<file path="config.mk">
export PLATFORM = sky130hd
export DESIGN_NAME = id_decode
export DESIGN_NICKNAME = d
export VERILOG_FILES = /design/src/rtl/scc_isa_pkg.sv /design/src/rtl/id_cond_eval.sv /design/src/rtl/id_decode.sv
export SDC_FILE = /design/constraint.sdc
export NUM_CORES = 1
export LEC_CHECK = 0
export ABC_AREA = 1
export BUFFER_PORTS_ARGS = -buffer_cell sky130_fd_sc_hd__buf_2
export CORE_MARGIN = 2
export CORE_UTILIZATION = 48
export DETAILED_ROUTE_END_ITERATION = 10
export PLACE_DENSITY = 0.77
export SLEW_MARGIN = 20
export SYNTH_ARGS = -nofsm -noshare
export SYNTH_HDL_FRONTEND = slang
export SYNTH_HIERARCHICAL = 1
export SYNTH_SLANG_ARGS = --single-unit
</file>
<file path="constraint.sdc">
create_clock -name clk -period 1.56 [get_ports clk]
set_input_delay 0 -clock clk [delete_from_list [all_inputs] [get_ports clk]]
set_output_delay 0 -clock clk [all_outputs]
set_load 0.005 [all_outputs]
</file>
<file path="src/rtl/scc_isa_pkg.sv">
// Shared ISA definitions for the SCC core pipeline.
//
// Purpose: opcode constants, condition-code encoding, instruction field
// bit positions, the decode-stage state enum and the uses_rs2() helper.
//
// Instruction word layout (32 bits):
//   [31:25] opcode  [24:22] rd / cond  [21:19] rs1  [18:16] rs2  [15:0] imm
package scc_isa_pkg;

  // Opcodes
  localparam logic [6:0] OP_B     = 7'b1100000;  // unconditional, resolved in fetch
  localparam logic [6:0] OP_BCOND = 7'b1100001;  // conditional, resolved in decode
  localparam logic [6:0] OP_BR    = 7'b1100010;  // register branch, resolved in fetch
  localparam logic [6:0] OP_LD    = 7'b0000011;
  localparam logic [6:0] OP_ST    = 7'b0100011;
  localparam logic [6:0] OP_ADDI  = 7'b0010011;
  localparam logic [6:0] OP_ALU   = 7'b0110011;  // register-register ALU group is 011xxxx

  // Field positions and widths
  localparam int OPC_LSB = 25;
  localparam int OPC_W   = 7;
  localparam int RD_LSB  = 22;
  localparam int RS1_LSB = 19;
  localparam int RS2_LSB = 16;
  localparam int IMM_LSB = 0;
  localparam int IMM_W   = 16;
  localparam int COND_W  = 3;

  // Branch / predicate condition codes, carried in the rd field
  typedef enum logic [2:0] {
    COND_EQ = 3'b000,
    COND_NE = 3'b001,
    COND_LT = 3'b010,
    COND_GE = 3'b011,
    COND_CS = 3'b100,
    COND_CC = 3'b101,
    COND_MI = 3'b110,
    COND_AL = 3'b111
  } cond_t;

  // Decode stage states
  typedef enum logic [1:0] {
    RUN   = 2'd0,
    STALL = 2'd1,
    FLUSH = 2'd2
  } id_state_t;

  // True when the opcode reads rs2: stores and the register-register ALU
  // group. Loads, immediates and branches leave rs2 as don't-care bits.
  function automatic logic uses_rs2(input logic [6:0] opcode);
    return (opcode == OP_ST) || (opcode[6:4] == 3'b011);
  endfunction

endpackage

</file>
<file path="src/rtl/id_cond_eval.sv">
// Condition evaluator.
//
// Purpose: combinational (cond, flags) -> taken. Shared by conditional
// branches in decode and by predicated instructions.
//
// Ports:
//   cond   in  3  condition code (cond_t encoding)
//   flags  in  4  {N,Z,C,V}
//   taken  out 1  condition holds
module id_cond_eval
  import scc_isa_pkg::*;
(
  input  logic [2:0] cond,
  input  logic [3:0] flags,
  output logic       taken
);

  logic n_flag, z_flag, c_flag, v_flag;

  assign {n_flag, z_flag, c_flag, v_flag} = flags;

  always_comb begin
    taken = 1'b0;
    case (cond_t'(cond))
      COND_EQ: taken = z_flag;
      COND_NE: taken = !z_flag;
      COND_LT: taken = n_flag != v_flag;
      COND_GE: taken = n_flag == v_flag;
      COND_CS: taken = c_flag;
      COND_CC: taken = !c_flag;
      COND_MI: taken = n_flag;
      COND_AL: taken = 1'b1;
      default: taken = 1'b0;
    endcase
  end

endmodule

</file>
<file path="src/rtl/id_decode.sv">
// Instruction Decode stage.
//
// Purpose: registers the IF/ID boundary, splits instruction fields for
// execute, resolves conditional branches (BCOND) against flags and
// redirects fetch, inserts a one-cycle bubble on a load-use hazard and
// squashes the FLUSH_DEPTH valid instructions fetched behind a taken
// branch.
//
// Ports:
//   clk, reset (synchronous, active high)
//   instr_in, instr_valid_in, pc_in, flags_in   from fetch / special regs
//   stall_out                                   combinational hold to fetch
//   valid_out, opcode_out, rd_out, rs1_out,
//   rs2_out, imm_out, pc_out                    decoded outputs to execute
//   br_taken, br_target                         redirect pulse to fetch
//
// Optional: define ID_PERF_CNT_EN to add issued_cnt / bubble_cnt
// (32-bit wrapping counters of issued instructions and of bubbles plus
// squashed instructions).
//
// REG_AW must match the 3-bit register fields of the encoding.
module id_decode
  import scc_isa_pkg::*;
#(
  parameter int DATA_W      = 32,
  parameter int REG_AW      = 3,
  parameter int FLUSH_DEPTH = 2
) (
  input  logic              clk,
  input  logic              reset,
  input  logic [DATA_W-1:0] instr_in,
  input  logic              instr_valid_in,
  input  logic [DATA_W-1:0] pc_in,
  input  logic [3:0]        flags_in,
  output logic              stall_out,
  output logic              valid_out,
  output logic [6:0]        opcode_out,
  output logic [REG_AW-1:0] rd_out,
  output logic [REG_AW-1:0] rs1_out,
  output logic [REG_AW-1:0] rs2_out,
  output logic [DATA_W-1:0] imm_out,
  output logic [DATA_W-1:0] pc_out,
  output logic              br_taken,
  output logic [DATA_W-1:0] br_target
`ifdef ID_PERF_CNT_EN
  ,
  output logic [31:0]       issued_cnt,
  output logic [31:0]       bubble_cnt
`endif
);

  id_state_t         state;
  logic [1:0]        flush_cnt;

  logic [6:0]        op_in;
  logic [REG_AW-1:0] rd_in;
  logic [REG_AW-1:0] rs1_in;
  logic [REG_AW-1:0] rs2_in;
  logic [DATA_W-1:0] imm_sext;
  logic [DATA_W-1:0] target_sum;
  logic              cond_taken;
  logic              hazard;
  logic              issue;
  logic              squash;

  assign op_in      = instr_in[OPC_LSB +: OPC_W];
  assign rd_in      = instr_in[RD_LSB  +: REG_AW];
  assign rs1_in     = instr_in[RS1_LSB +: REG_AW];
  assign rs2_in     = instr_in[RS2_LSB +: REG_AW];
  assign imm_sext   = {{(DATA_W-IMM_W){instr_in[IMM_LSB+IMM_W-1]}}, instr_in[IMM_LSB +: IMM_W]};
  assign target_sum = pc_in + imm_sext;

  id_cond_eval u_cond_eval (
    .cond  (instr_in[RD_LSB +: COND_W]),
    .flags (flags_in),
    .taken (cond_taken)
  );

  // Load-use check runs only in RUN: STALL re-presents the held
  // instruction behind a bubble, and FLUSH discards whatever arrives.
  assign hazard = (state == RUN) && valid_out && (opcode_out == OP_LD) && instr_valid_in &&
                  ((rs1_in == rd_out) || (uses_rs2(op_in) && (rs2_in == rd_out)));

  assign stall_out = hazard && !reset;

  // The instruction held across STALL is accepted like any RUN-state one.
  assign issue  = instr_valid_in && !hazard && (state != FLUSH);
  assign squash = instr_valid_in && (state == FLUSH);

  // Pipeline register and control state. br_taken defaults low so it
  // pulses for exactly one cycle; field outputs only move on issue.
  always_ff @(posedge clk) begin
    if (reset) begin
      state      <= RUN;
      flush_cnt  <= 2'd0;
      valid_out  <= 1'b0;
      opcode_out <= '0;
      rd_out     <= '0;
      rs1_out    <= '0;
      rs2_out    <= '0;
      imm_out    <= '0;
      pc_out     <= '0;
      br_taken   <= 1'b0;
      br_target  <= '0;
    end else begin
      br_taken  <= 1'b0;
      valid_out <= 1'b0;
      case (state)
        RUN, STALL: begin
          if (hazard) begin
            state <= STALL;
          end else begin
            state <= RUN;
            if (issue) begin
              valid_out  <= 1'b1;
              opcode_out <= op_in;
              rd_out     <= rd_in;
              rs1_out    <= rs1_in;
              rs2_out    <= rs2_in;
              imm_out    <= imm_sext;
              pc_out     <= pc_in;
              if ((op_in == OP_BCOND) && cond_taken) begin
                br_taken  <= 1'b1;
                br_target <= {target_sum[DATA_W-1:2], 2'b00};
                flush_cnt <= 2'(FLUSH_DEPTH);
                state     <= FLUSH;
              end
            end
          end
        end
        FLUSH: begin
          if (squash) begin
            flush_cnt <= flush_cnt - 2'd1;
            if (flush_cnt == 2'd1) begin
              state <= RUN;
            end
          end
        end
        default: begin
          state     <= RUN;
          flush_cnt <= 2'd0;
        end
      endcase
    end
  end

`ifdef ID_PERF_CNT_EN
  // Counters step on the same edge that produces the counted event.
  always_ff @(posedge clk) begin
    if (reset) begin
      issued_cnt <= '0;
      bubble_cnt <= '0;
    end else begin
      if (issue) begin
        issued_cnt <= issued_cnt + 32'd1;
      end
      if (hazard || squash) begin
        bubble_cnt <= bubble_cnt + 32'd1;
      end
    end
  end
`endif

endmodule

</file>
==> Implementation_results.wiki, run 1 <==
{| class="wikitable"
! Metric !! Value
|-
| FFs w/ async S/R, synth || 0%
|-
| Reg clk slew, reported paths || 0.07 ns
|-
| Iteration count of the initial detailed-routing pass || 8
|-
| IO buf count || 183
|-
| First-pass GRT wire length || 34.42 mm
|-
| Final Cycle Share || 119.0%
|-
| Data arrival time of the worst path || 1.86 ns
|-
| Hold Fails Final Rpt || 0
|-
| Power Dens Cells || ~720 nW/um^2
|-
| CTS Buf Count || 9
|-
| Number of top-level pins || 186
|-
| Flops & latches, synth || 100
|-
| Relative area change from synthesis to final layout || 40.61%
|-
| Synth Area per Inst || ~6.1 sq um
|-
| Worst Path Max Fanout || 4
|-
| Number of enable flip-flop cells after synthesis || 0
|-
| Pleak || 5.469 nW
|-
| Via count of the first global-routing pass || 7,268
|-
| Count of endpoints failing setup in the final report || 100
|-
| Final estimated routing congestion in global placement || 1.001
|-
| Antenna violations before repair || 1
|-
| Status || finished, violations left
|-
| Top flip-flop cell by instance count after synthesis || dfxtp_1
|-
| Area share of the largest cell type after synthesis || 29.47%
|-
| Distinct cells, synth || 32
|-
| All-Layer GR Usage || 28.97%
|-
| Number of slew-limit violations in the final report || 0
|-
| Starting Density || just under 50%
|-
| Routed Antenna Nets || 0
|-
| Mapped Area || between 6000 and 7000 sq um
|-
| Type of element launching the critical path || flop
|-
| Clock skew || 0.01334 ns
|-
| Die Height || about 120 microns
|-
| Final HPWL from detailed placement || between 15 and 20 mm
|-
| Wirelength per Cell || 15.37 microns
|-
| Library cell used as clock root buffer || clkbuf_16
|-
| Floorplan core area || ~14,000 sq um
|-
| Number of levels in the clock H-tree || 3
|-
| Die ar. || 15,120 sq um
|-
| Clock tree from TritonCTS || done
|-
| Leading area contributor after synthesis || dfxtp_1
|-
| # nets final || 1,509
|-
| Worst min-delay path category || primary input to flop
|-
| Warning count from the yosys run || 6
|-
| Violations in the final reports || setup timing
|-
| Largest net degree at the start of global routing || between 60 and 70
|-
| Total number of clock tree sinks || 100
|-
| Total wire length after detailed routing || 24.48 mm
|-
| Startpoint-to-endpoint class of the critical path || flop to primary output
|-
| Total vias in the final route || ~8.3k
|-
| Worst IR Drop VDD || 0.4924 mV
|-
| Most frequent standard cell in the layout excluding fill and tap cells || nand2_1
|-
| Final-layout fill cell count || 1,123
|-
| Cell at the slowest stage of the critical path || dfxtp_4
|-
| DR vias/cell || 5.237
|-
| Commonest cells after routing, fill and taps aside || 406 x nand2_1, 183 x inv_1, 182 x buf_2
|-
| Skew-Pair Late Insertion Delay || roughly 0.36 ns
|-
| Sequential fraction of the synthesis area || 29.47%
|-
| Post-route minimum period || approximately 1.9 ns
|-
| Worst slack on hold paths || 0.01902 ns
|-
| Violation count after the first detailed-routing iteration || 973
|-
| DRC violation count after routing || 0
|-
| Fraction of final layout cells with drive strength greater than 1 || approximately a quarter
|-
| Die width || around 120 microns
|-
| Cells after synthesis || 1,121
|-
| Smallest setup slack after layout || -0.2972 ns
|-
| Highest Clock Rate || roughly 0.54 GHz
|-
| Number of inserted diodes || 0
|-
| Number of buffers on the longest clock path || 2
|-
| Peak per-stage delay on the critical path || 0.38 ns
|-
| Max-cap check violation count || 0
|-
| Endpoint kind of the worst setup timing path || primary output
|-
| Ordered cell list for the critical path || inv_2, nand2_1, nand2_1, nor2_1, nand3_1, nand2_2, buf_6, nand4_1, nor2_1, buf_2
|-
| Setup repair after global routing missed its margin || yes
|-
| Req. time, crit path || 1.56 ns
|-
| Placement Rows || 43
|-
| Overflow left after global routing || 0
|-
| Post-route total power || about 6.9 mW
|-
| Largest cells by area after synthesis || dfxtp_1 29%, nand2_1 23%, inv_1 10%
|}
==> layer usage <==
| layer | global-route usage [%] | share of wire, % | wire (microns) |
|---|---|---|---|
| met1 | 35.38 | 40 | 9703 |
| met2 | 49.24 | 47 | 11400 |
| met3 | 5.950 | 9.0 | 2193 |
| met4 | 12.71 | 4.8 | 1183 |
| met5 | 0 | 0 | 0 |
==> power breakdown <==
part / switching [mW] / leakage (nW) / internal (mW)
combinational: 1.13 / 4.51 / 0.876
clock: 1.03 / 0.139 / 1.14
sequential: 0.0710 / 0.821 / 2.65
==> sequential cells by signal (all words and copies together), names as in the netlist <==
| signal | flops |
|---|---|
| imm_out | 16 |
| pc_out | 32 |
| valid_out | 1 |
| rd_out | 3 |
| opcode_out | 7 |
| rs1_out | 3 |
| flush_cnt | 2 |
| br_target | 30 |
| br_taken | 1 |
| state | 2 |
| rs2_out | 3 |
==> synthesized netlist by cell type (3+ instances only) <==
| master | instances |
|---|---|
| a21oi_1 | 90 |
| and2_1 | 3 |
| buf_1 | 10 |
| buf_2 | 9 |
| buf_4 | 27 |
| clkbuf_1 | 12 |
| dfxtp_1 | 100 |
| ha_1 | 31 |
| inv_1 | 187 |
| nand2_1 | 421 |
| nand3_1 | 44 |
| nand4_1 | 66 |
| nor2_1 | 67 |
| nor3_1 | 8 |
| nor4_1 | 3 |
| o21a_1 | 5 |
| o21ai_0 | 4 |
| xnor2_1 | 17 |
==> final timing paths <==
path                            from                         end  slack, ns  cells past startpoint
max reg2reg   rd_out[2]$_SDFFE_PP0P_  br_target[17]$_SDFFE_PP0P_      -0.26                     12
min                     instr_in[22]      rd_out[0]$_SDFFE_PP0P_       0.02                      4
max           rd_out[2]$_SDFFE_PP0P_                   stall_out      -0.30                     10
min reg2reg  pc_out[17]$_SDFFE_PP0P_     pc_out[17]$_SDFFE_PP0P_       0.46                      2
==> critical path, delay by kind of cell (launching register included) <==
family / cells / cell delay [ns]
flip-flops: 1 / 0.38
buffers and inverters: 3 / 0.31
AND/OR/NAND/NOR: 7 / 0.80
==> cells by family (layout without fill, tap and decap cells) <==
group / count (synthesis) / count (layout) / share of synthesized area (%)
AND/OR/NAND/NOR: 621 / 622 / 39.15
buffers and inverters: 248 / 537 / 15.47
AO/OA/AOI/OAI: 101 / 101 / 7.698
flip-flops: 100 / 100 / 29.47
adder cells (fa/ha/maj): 31 / 31 / 5.709
XOR/XNOR: 19 / 19 / 2.449
other: 1 / 2 / 0.05520
==> cell type report <==
type                    count  area, sq um  share of cell area [%]
repair buffers            332         2372                   24.83
multi-input cells         775         3951                   41.36
clock inverters             4        33.78                  0.3536
clock buffers              12        246.5                   2.580
flip-flops and latches    100         2014                   21.09
well taps                 180        225.2                   2.358
inverters                 189        709.4                   7.426
==> metrics by stage <==
| step | instances | TNS (ns) | area, sq um | utilization, % | setup slack, ns |
|---|---|---|---|---|---|
| floorplan | 1122 | 0 | 6798 | - | 0.08635 |
| global placement | 1507 | -2.907 | 8293 | 59.98 | -0.1487 |
| detailed placement | 1507 | -4.571 | 8293 | 59.98 | -0.1636 |
| CTS | 1582 | -0.07197 | 9201 | 66.55 | -0.07197 |
| global route | 1592 | -21.77 | 9553 | 69.09 | -0.3406 |
| finish | 1592 | -17.60 | 9553 | 69.09 | -0.2972 |
==> timing repair <==
item	4_1_cts	5_1_grt
hold endpoints to repair	54	0
gates resized for setup	16	57
pin swaps	4	3
buffers inserted	5	5
hold buffers	54	0
setup endpoints to repair	91	97
cloned	0	5
Note: power is estimated with default switching activity, not from simulation.
==> run 2: changes to the inputs <==
--- a/config.mk
+++ b/config.mk
@@ -16,3 +16,4 @@
 export SYNTH_HDL_FRONTEND = slang
 export SYNTH_HIERARCHICAL = 1
 export SYNTH_SLANG_ARGS = --single-unit
+export TNS_END_PERCENT = 10
==> run 2 against run 1 <==
Effect of this change: the run still ends with setup timing left; non-clock buffer count is 2 lower; die area stayed put; combinational power hardly changed; clock power hardly changed; flip-flop and latch count stayed put; sequential share of layout area is 0.075 points higher; via count is 0.12% lower; first-iteration DRC count is 14% lower; sequential power hardly changed; design area is 0.35% lower; cell count is 0.19% lower; clock skew is 0.0012 ns lower.
==> Implementation_results.wiki, run 2 (synthesized netlist as in run 1, its figures left out) <==
{| class="wikitable"
! Metric !! Value
|-
| Clock tree from TritonCTS || done
|-
| Hold endpoint || rd_out[0]$_SDFFE_PP0P_
|-
| Placement Rows || 43
|-
| Cell internal pwr || 4.657 mW
|-
| Setup repair after global routing missed its margin || yes
|-
| Worst-Margin Slew || 0.5907 ns
|-
| Die ar. || ~15,000 sq um
|-
| Power Dens Cells || 723.3 nW/um^2
|-
| Routed Antenna Nets || 0
|-
| Total vias in the final route || 8,328
|-
| First-pass GRT wire length || 34.38 mm
|-
| Startpoint-to-endpoint class of the critical path || flop to primary output
|-
| Overflow left after global routing || 0
|-
| DR vias/cell || ~5.2
|-
| Sequential share of power || 39.4%
|-
| Switch share || 32.36%
|-
| Final Core Density || 68.84%
|-
| Largest net degree at the start of global routing || between 60 and 70
|-
| Reg-to-reg endpoint || imm_out[13]$_SDFFE_PP0P_
|-
| IO buf count || 183
|-
| Skew-Pair Late Insertion Delay || 0.36 ns
|-
| Type of element launching the critical path || flop
|-
| Final HPWL from detailed placement || 16.21 mm
|-
| Register name with the most flops || pc_out
|-
| R2R Path Start || rd_out[1]$_SDFFE_PP0P_
|-
| # nets final || 1,506
|-
| Via count of the first global-routing pass || roughly 7.3k
|-
| Number of placed cells counting well taps || 1,507
|-
| Worst Path Max Fanout || 4
|-
| Number of levels in the clock H-tree || 3
|-
| Data arrival time of the worst path || 1.75 ns
|-
| Worst slack on hold paths || between 0.015 and 0.02 ns
|-
| Worst reg2reg setup slack || -0.18 ns
|-
| Count of endpoints failing setup in the final report || 98
|-
| Number of top-level pins || 186
|-
| Pleak || 5.409 nW
|-
| All-Layer GR Usage || around 29%
|-
| Die Height || about 120 microns
|-
| Worst slew margin || 60.20%
|-
| Worst hold path cell count || 4
|-
| Library cell used as clock root buffer || clkbuf_16
|-
| Total wire length after detailed routing || between 20 and 25 mm
|-
| Final estimated routing congestion in global placement || about 1
|-
| DRC violation count after routing || 0
|-
| Fraction of final layout cells with drive strength greater than 1 || 25.48%
|-
| Depth of the worst register-to-register path || 8
|-
| Smallest setup slack after layout || -0.1882 ns
|-
| Hold Fails Final Rpt || 0
|-
| Net switching power figure || 2.228 mW
|-
| Post-route minimum period || between 1.5 and 2 ns
|-
| Endpoint kind of the worst setup timing path || primary output
|-
| Iteration count of the initial detailed-routing pass || 7
|-
| Reg clk slew, reported paths || 0.07 ns
|-
| CTS Buf Count || 9
|-
| Violations in the final reports || setup timing
|-
| Wirelength per Cell || around 15 microns
|-
| Number of inserted diodes || 0
|-
| Start point of the worst min-delay path || instr_in[22]
|-
| Clock group share of total power || 31.7%
|-
| Floorplan core area || 13,830 sq um
|-
| Commonest cells after routing, fill and taps aside || 400 x nand2_1, 183 x inv_1, 182 x buf_2
|-
| Number of flip-flops in the largest register || 32
|-
| Status || finished, violations left
|-
| Violation count after the first detailed-routing iteration || 833
|-
| Worst IR Drop VDD || 0.4865 mV
|-
| Final Cycle Share || 112.1%
|-
| Antenna violations before repair || 1
|-
| Proportion of power drawn by combinational gates || 28.9%
|-
| Starting Density || 49.14%
|-
| Number of buffers on the longest clock path || 2
|-
| Die width || 123.0 microns
|-
| Highest Clock Rate || between 0.5 and 0.6 GHz
|-
| Post-layout instance count excluding filler cells || ~1.6k
|-
| Req. time, crit path || 1.56 ns
|-
| Clock skew || 0.01219 ns
|-
| Max-cap check violation count || 0
|-
| Biggest regs || pc_out (32), br_target (30), imm_out (16)
|-
| Post-route total power || a little under 7 mW
|-
| Worst min-delay path category || primary input to flop
|-
| Number of slew-limit violations in the final report || 0
|-
| Total number of clock tree sinks || 100
|-
| Relative area change from synthesis to final layout || 40.11%
|-
| Most frequent standard cell in the layout excluding fill and tap cells || nand2_1
|}
-- run 2: cell types whose count changed in the layout (fill, tap and decap cells not counted), sizes merged --
cell / change
clkbuf: -1
buf: -1
nand3: -1
-- run 2: worst max-delay path by stage --
stage | end | slack [ns] | depth (start not counted) | startpoint
2_1_floorplan | imm_out[3]$_SDFFE_PP0P_ | 0.09 | 11 | rd_out[2]$_SDFFE_PP0P_
3_3_place_gp | br_target[31]$_SDFFE_PP0P_ | -0.15 | 13 | instr_in[14]
3_5_place_dp | br_target[28]$_SDFFE_PP0P_ | -0.16 | 12 | instr_in[15]
4_1_cts | stall_out | -0.07 | 10 | rd_out[1]$_SDFFE_PP0P_
5_1_grt | rd_out[0]$_SDFFE_PP0P_ | -0.27 | 11 | rd_out[0]$_SDFFE_PP0P_
6_report | stall_out | -0.19 | 7 | rd_out[1]$_SDFFE_PP0P_
-- run 2: power groups by stage --
stage                     Combinational (mW)  Clock, mW  Sequential [mW]
after floorplan                         1.02          0             2.77
after global placement                  1.72          0             2.76
after detailed placement                1.74          0             2.76
after CTS                               1.87       2.20             2.70
final                                   1.99       2.18             2.72
after global routing                    2.18       2.30             2.72
-- run 2: repair_timing --
action / in CTS / in global routing
pin swaps: 4 / 7
cloned: 0 / 4
endpoints found under the hold margin: 54 / 0
setup endpoints to repair: 91 / 97
hold buffers: 54 / 0
gates resized for setup: 16 / 64
setup buffers: 4 / 4
-- run 2: layout make-up --
cell class | count | area, sq um
Sequential cell | 100 | 2014
Clock buffer | 12 | 246.5
Multi-Input combinational cell | 774 | 3939
Fill cell | 1152 | 4308
Tap cell | 180 | 225.2
Timing Repair Buffer | 330 | 2351
Inverter | 189 | 709.4
Clock inverter | 4 | 33.78
-- run 2: critical path, cell delays in order (launching register included) --
cell	delay [ns]
dfxtp_4	0.37
xnor2_1	0.20
nand3_1	0.16
nand2_2	0.16
buf_6	0.11
nand4_1	0.12
nor2_1	0.14
buf_2	0.13
-- run 2: per-stage QoR --
stage / cell area (sq um) / setup TNS (ns) / setup WS, ns
2_1_floorplan: 6798 / 0 / 0.08635
3_3_place_gp: 8293 / -2.907 / -0.1487
3_5_place_dp: 8293 / -4.571 / -0.1636
4_1_cts: 9194 / -0.07197 / -0.07197
5_1_grt: 9519 / -15.49 / -0.2656
6_report: 9519 / -9.769 / -0.1882
-- run 2: metal layers --
layer	track usage (%)	routed length, microns	vias up
met4	12.71	1116	0
met5	0	0	-
met1	35.30	9566	3702
li1	-	-	4061
met3	5.950	2457	117
met2	49.14	11250	448
==> run 3: changes to the inputs <==
--- a/config.mk
+++ b/config.mk
@@ -8,9 +8,8 @@
 export ABC_AREA = 1
 export BUFFER_PORTS_ARGS = -buffer_cell sky130_fd_sc_hd__buf_2
 export CORE_MARGIN = 2
-export CORE_UTILIZATION = 48
+export CORE_UTILIZATION = 35
 export DETAILED_ROUTE_END_ITERATION = 10
-export PLACE_DENSITY = 0.77
 export SLEW_MARGIN = 20
 export SYNTH_ARGS = -nofsm -noshare
 export SYNTH_HDL_FRONTEND = slang
==> constraint.sdc (replaced) <==
create_clock -name clk -period 2.1 [get_ports clk]
set_input_delay 0 -clock clk [delete_from_list [all_inputs] [get_ports clk]]
set_output_delay 0 -clock clk [all_outputs]
set_load 0.005 [all_outputs]
==> run 3 against run 2 <==
Effect of this change: the flow now finishes without violations; cell count increased by 0.31%; core utilization down 22 points; via count fell by 9.7%; largest cell class unchanged; largest power group unchanged.
==> Implementation_results.wiki, run 3 (synthesized netlist as in run 1, its figures left out) <==
{| class="wikitable"
! Metric !! Value
|-
| Final HPWL from detailed placement || approximately 17 mm
|-
| Commonest cells after routing, fill and taps aside || 420 x nand2_1, 187 x inv_1, 183 x buf_2
|-
| Power Dens Cells || between 600 and 700 nW/um^2
|-
| Routed Antenna Nets || 0
|-
| Number of top-level pins || ~190
|-
| Relative area change from synthesis to final layout || 29.67%
|-
| Worst IR Drop VDD || 0.4198 mV
|-
| Status || complete, no violations
|-
| Clock skew || 0.01056 ns
|-
| Proportion of power drawn by combinational gates || 24.0%
|-
| Worst slack on hold paths || 0.02265 ns
|-
| Switch share || 30.82%
|-
| Antenna violations before repair || 0
|-
| Req. time, crit path || 2.41 ns
|-
| Type of element launching the critical path || primary input
|-
| Number of flip-flops in the largest register || 32
|-
| Cell internal pwr || 3.661 mW
|-
| Number of slew-limit violations in the final report || 0
|-
| DRC violation count after routing || 0
|-
| Final-layout fill cell count || 2,018
|-
| Number of buffers on the longest clock path || 2
|-
| Register name with the most flops || pc_out
|-
| Startpoint-to-endpoint class of the critical path || primary input to flop
|-
| Largest net degree at the start of global routing || 69
|-
| Hold Fails Final Rpt || 0
|-
| CTS Buf Count || 9
|-
| Fraction of final layout cells with drive strength greater than 1 || about 17%
|-
| Worst Path Max Fanout || 18
|-
| Overflow left after global routing || 0
|-
| Worst-Margin Slew || 0.7027 ns
|-
| Total number of clock tree sinks || 100
|-
| Total wire length after detailed routing || 22.80 mm
|-
| Number of levels in the clock H-tree || 3
|-
| # nets final || 1,431
|-
| Post-route total power || 5.292 mW
|-
| Multi-input gate area in the final layout || 3775 sq um
|-
| Net switching power figure || 1.631 mW
|-
| Max-cap check violation count || 0
|-
| Sequential share of power || 38.0%
|-
| Starting Density || a little over a third
|-
| Floorplan core area || 18,890 sq um
|-
| Skew-Pair Late Insertion Delay || roughly 0.36 ns
|-
| Via count of the first global-routing pass || 6,689
|-
| Post-route minimum period || 1.933 ns
|-
| Reg clk slew, reported paths || 0.08 ns
|-
| Die width || 143.3 microns
|-
| Data arrival time of the worst path || 2.24 ns
|-
| Final estimated routing congestion in global placement || 0.9351
|-
| Most frequent standard cell in the layout excluding fill and tap cells || nand2_1
|-
| Die Height || ~140 microns
|-
| Clock tree from TritonCTS || done
|-
| Clock group share of total power || 38.0%
|-
| Placement Rows || 50
|-
| Post-layout instance count excluding filler cells || 1,594
|-
| First-pass GRT wire length || about 35 mm
|-
| Number of inserted diodes || 0
|-
| Final Cycle Share || 92.05%
|-
| Highest Clock Rate || 0.5173 GHz
|-
| Violation count after the first detailed-routing iteration || 555
|-
| IO buf count || 183
|-
| Worst slew margin || a little over half
|-
| Number of placed cells counting well taps || 1,516
|-
| Combined flip-flop and latch cell area || 2002 sq um
|-
| Endpoint kind of the worst setup timing path || flop
|-
| Total negative slack || 0 ns
|-
| Iteration count of the initial detailed-routing pass || 5
|-
| Total vias in the final route || 7,522
|-
| Library cell used as clock root buffer || clkbuf_16
|-
| Die ar. || 20,540 sq um
|-
| Pleak || ~5.0 nW
|-
| Setup repair after global routing missed its margin || yes
|-
| Biggest regs || pc_out (32), br_target (30), imm_out (16)
|-
| Wirelength per Cell || 14.30 microns
|-
| All-Layer GR Usage || 21.58%
|-
| Worst min-delay path category || primary input to flop
|-
| DR vias/cell || 4.719
|-
| Count of endpoints failing setup in the final report || 0
|}
==> run 3: routing by layer <==
metal / track usage, % / wire length [microns] / up-vias
li1: - / - / 3892
met1: 28.23 / 10320 / 3356
met5: 0 / 0 / -
met2: 35.66 / 10600 / 235
met4: 7.998 / 595 / 0
met3: 3.799 / 1289 / 39
==> run 3: repair_timing <==
action / CTS / global route
gates resized for setup: 0 / 9
setup buffers: 0 / 0
hold buffers: 62 / 0
setup endpoints to repair: 0 / 25
hold endpoints to repair: 62 / 0
==> run 3: path summary, 6_finish.rpt <==
check                                start                    endpoint  cells past startpoint  slack, ns
setup / recovery              instr_in[24]  br_target[23]$_SDFFE_PP0P_                     14       0.17
hold / removal                    pc_in[8]      pc_out[8]$_SDFFE_PP0P_                      3       0.02
setup reg to reg    rd_out[2]$_SDFFE_PP0P_     pc_out[27]$_SDFFE_PP0P_                     11       0.26
hold reg to reg   imm_out[11]$_SDFFE_PP0P_    imm_out[11]$_SDFFE_PP0P_                      2       0.46
==> run 3: per-stage QoR <==
stage	utilization, %	setup slack, ns	area [sq um]
global placement	41.27	0.2163	7797
floorplan	-	0.6263	6798
CTS	46.44	0.05749	8773
detailed placement	41.27	0.2011	7797
global route	46.63	-0.03340	8810
finish	46.63	0.1669	8810
==> run 3: final cells by class <==
class                      count  share of cell area [%]
tap                          260                   3.693
clock inverter                 7                   1.477
timing repair buffer         255                   18.62
multi-input combinational    774                   42.85
sequential                   100                   22.72
inverter                     189                   8.081
clock buffer                   9                   2.556
==> run 3: power by group through the flow <==
stage	sequential (mW)	clock, mW	combinational [mW]
6_report	2.01	2.01	1.27
5_1_grt	2.02	2.11	1.42
4_1_cts	2.01	2.05	1.26
3_5_place_dp	2.05	0	1.16
3_3_place_gp	2.06	0	1.16
2_1_floorplan	2.06	0	0.756
==> run 3: worst max-delay path, stage by stage <==
cell	delay [ns]
dlygate4sd3_1	0.54
buf_2	0.15
inv_1	0.09
nand2_1	0.05
nand2_1	0.07
nand2_1	0.05
nand2_1	0.05
nand3_1	0.06
nand2_1	0.10
nand4_1	0.16
nor3_4	0.27
nand4_4	0.34
nand2_1	0.17
o21a_1	0.13
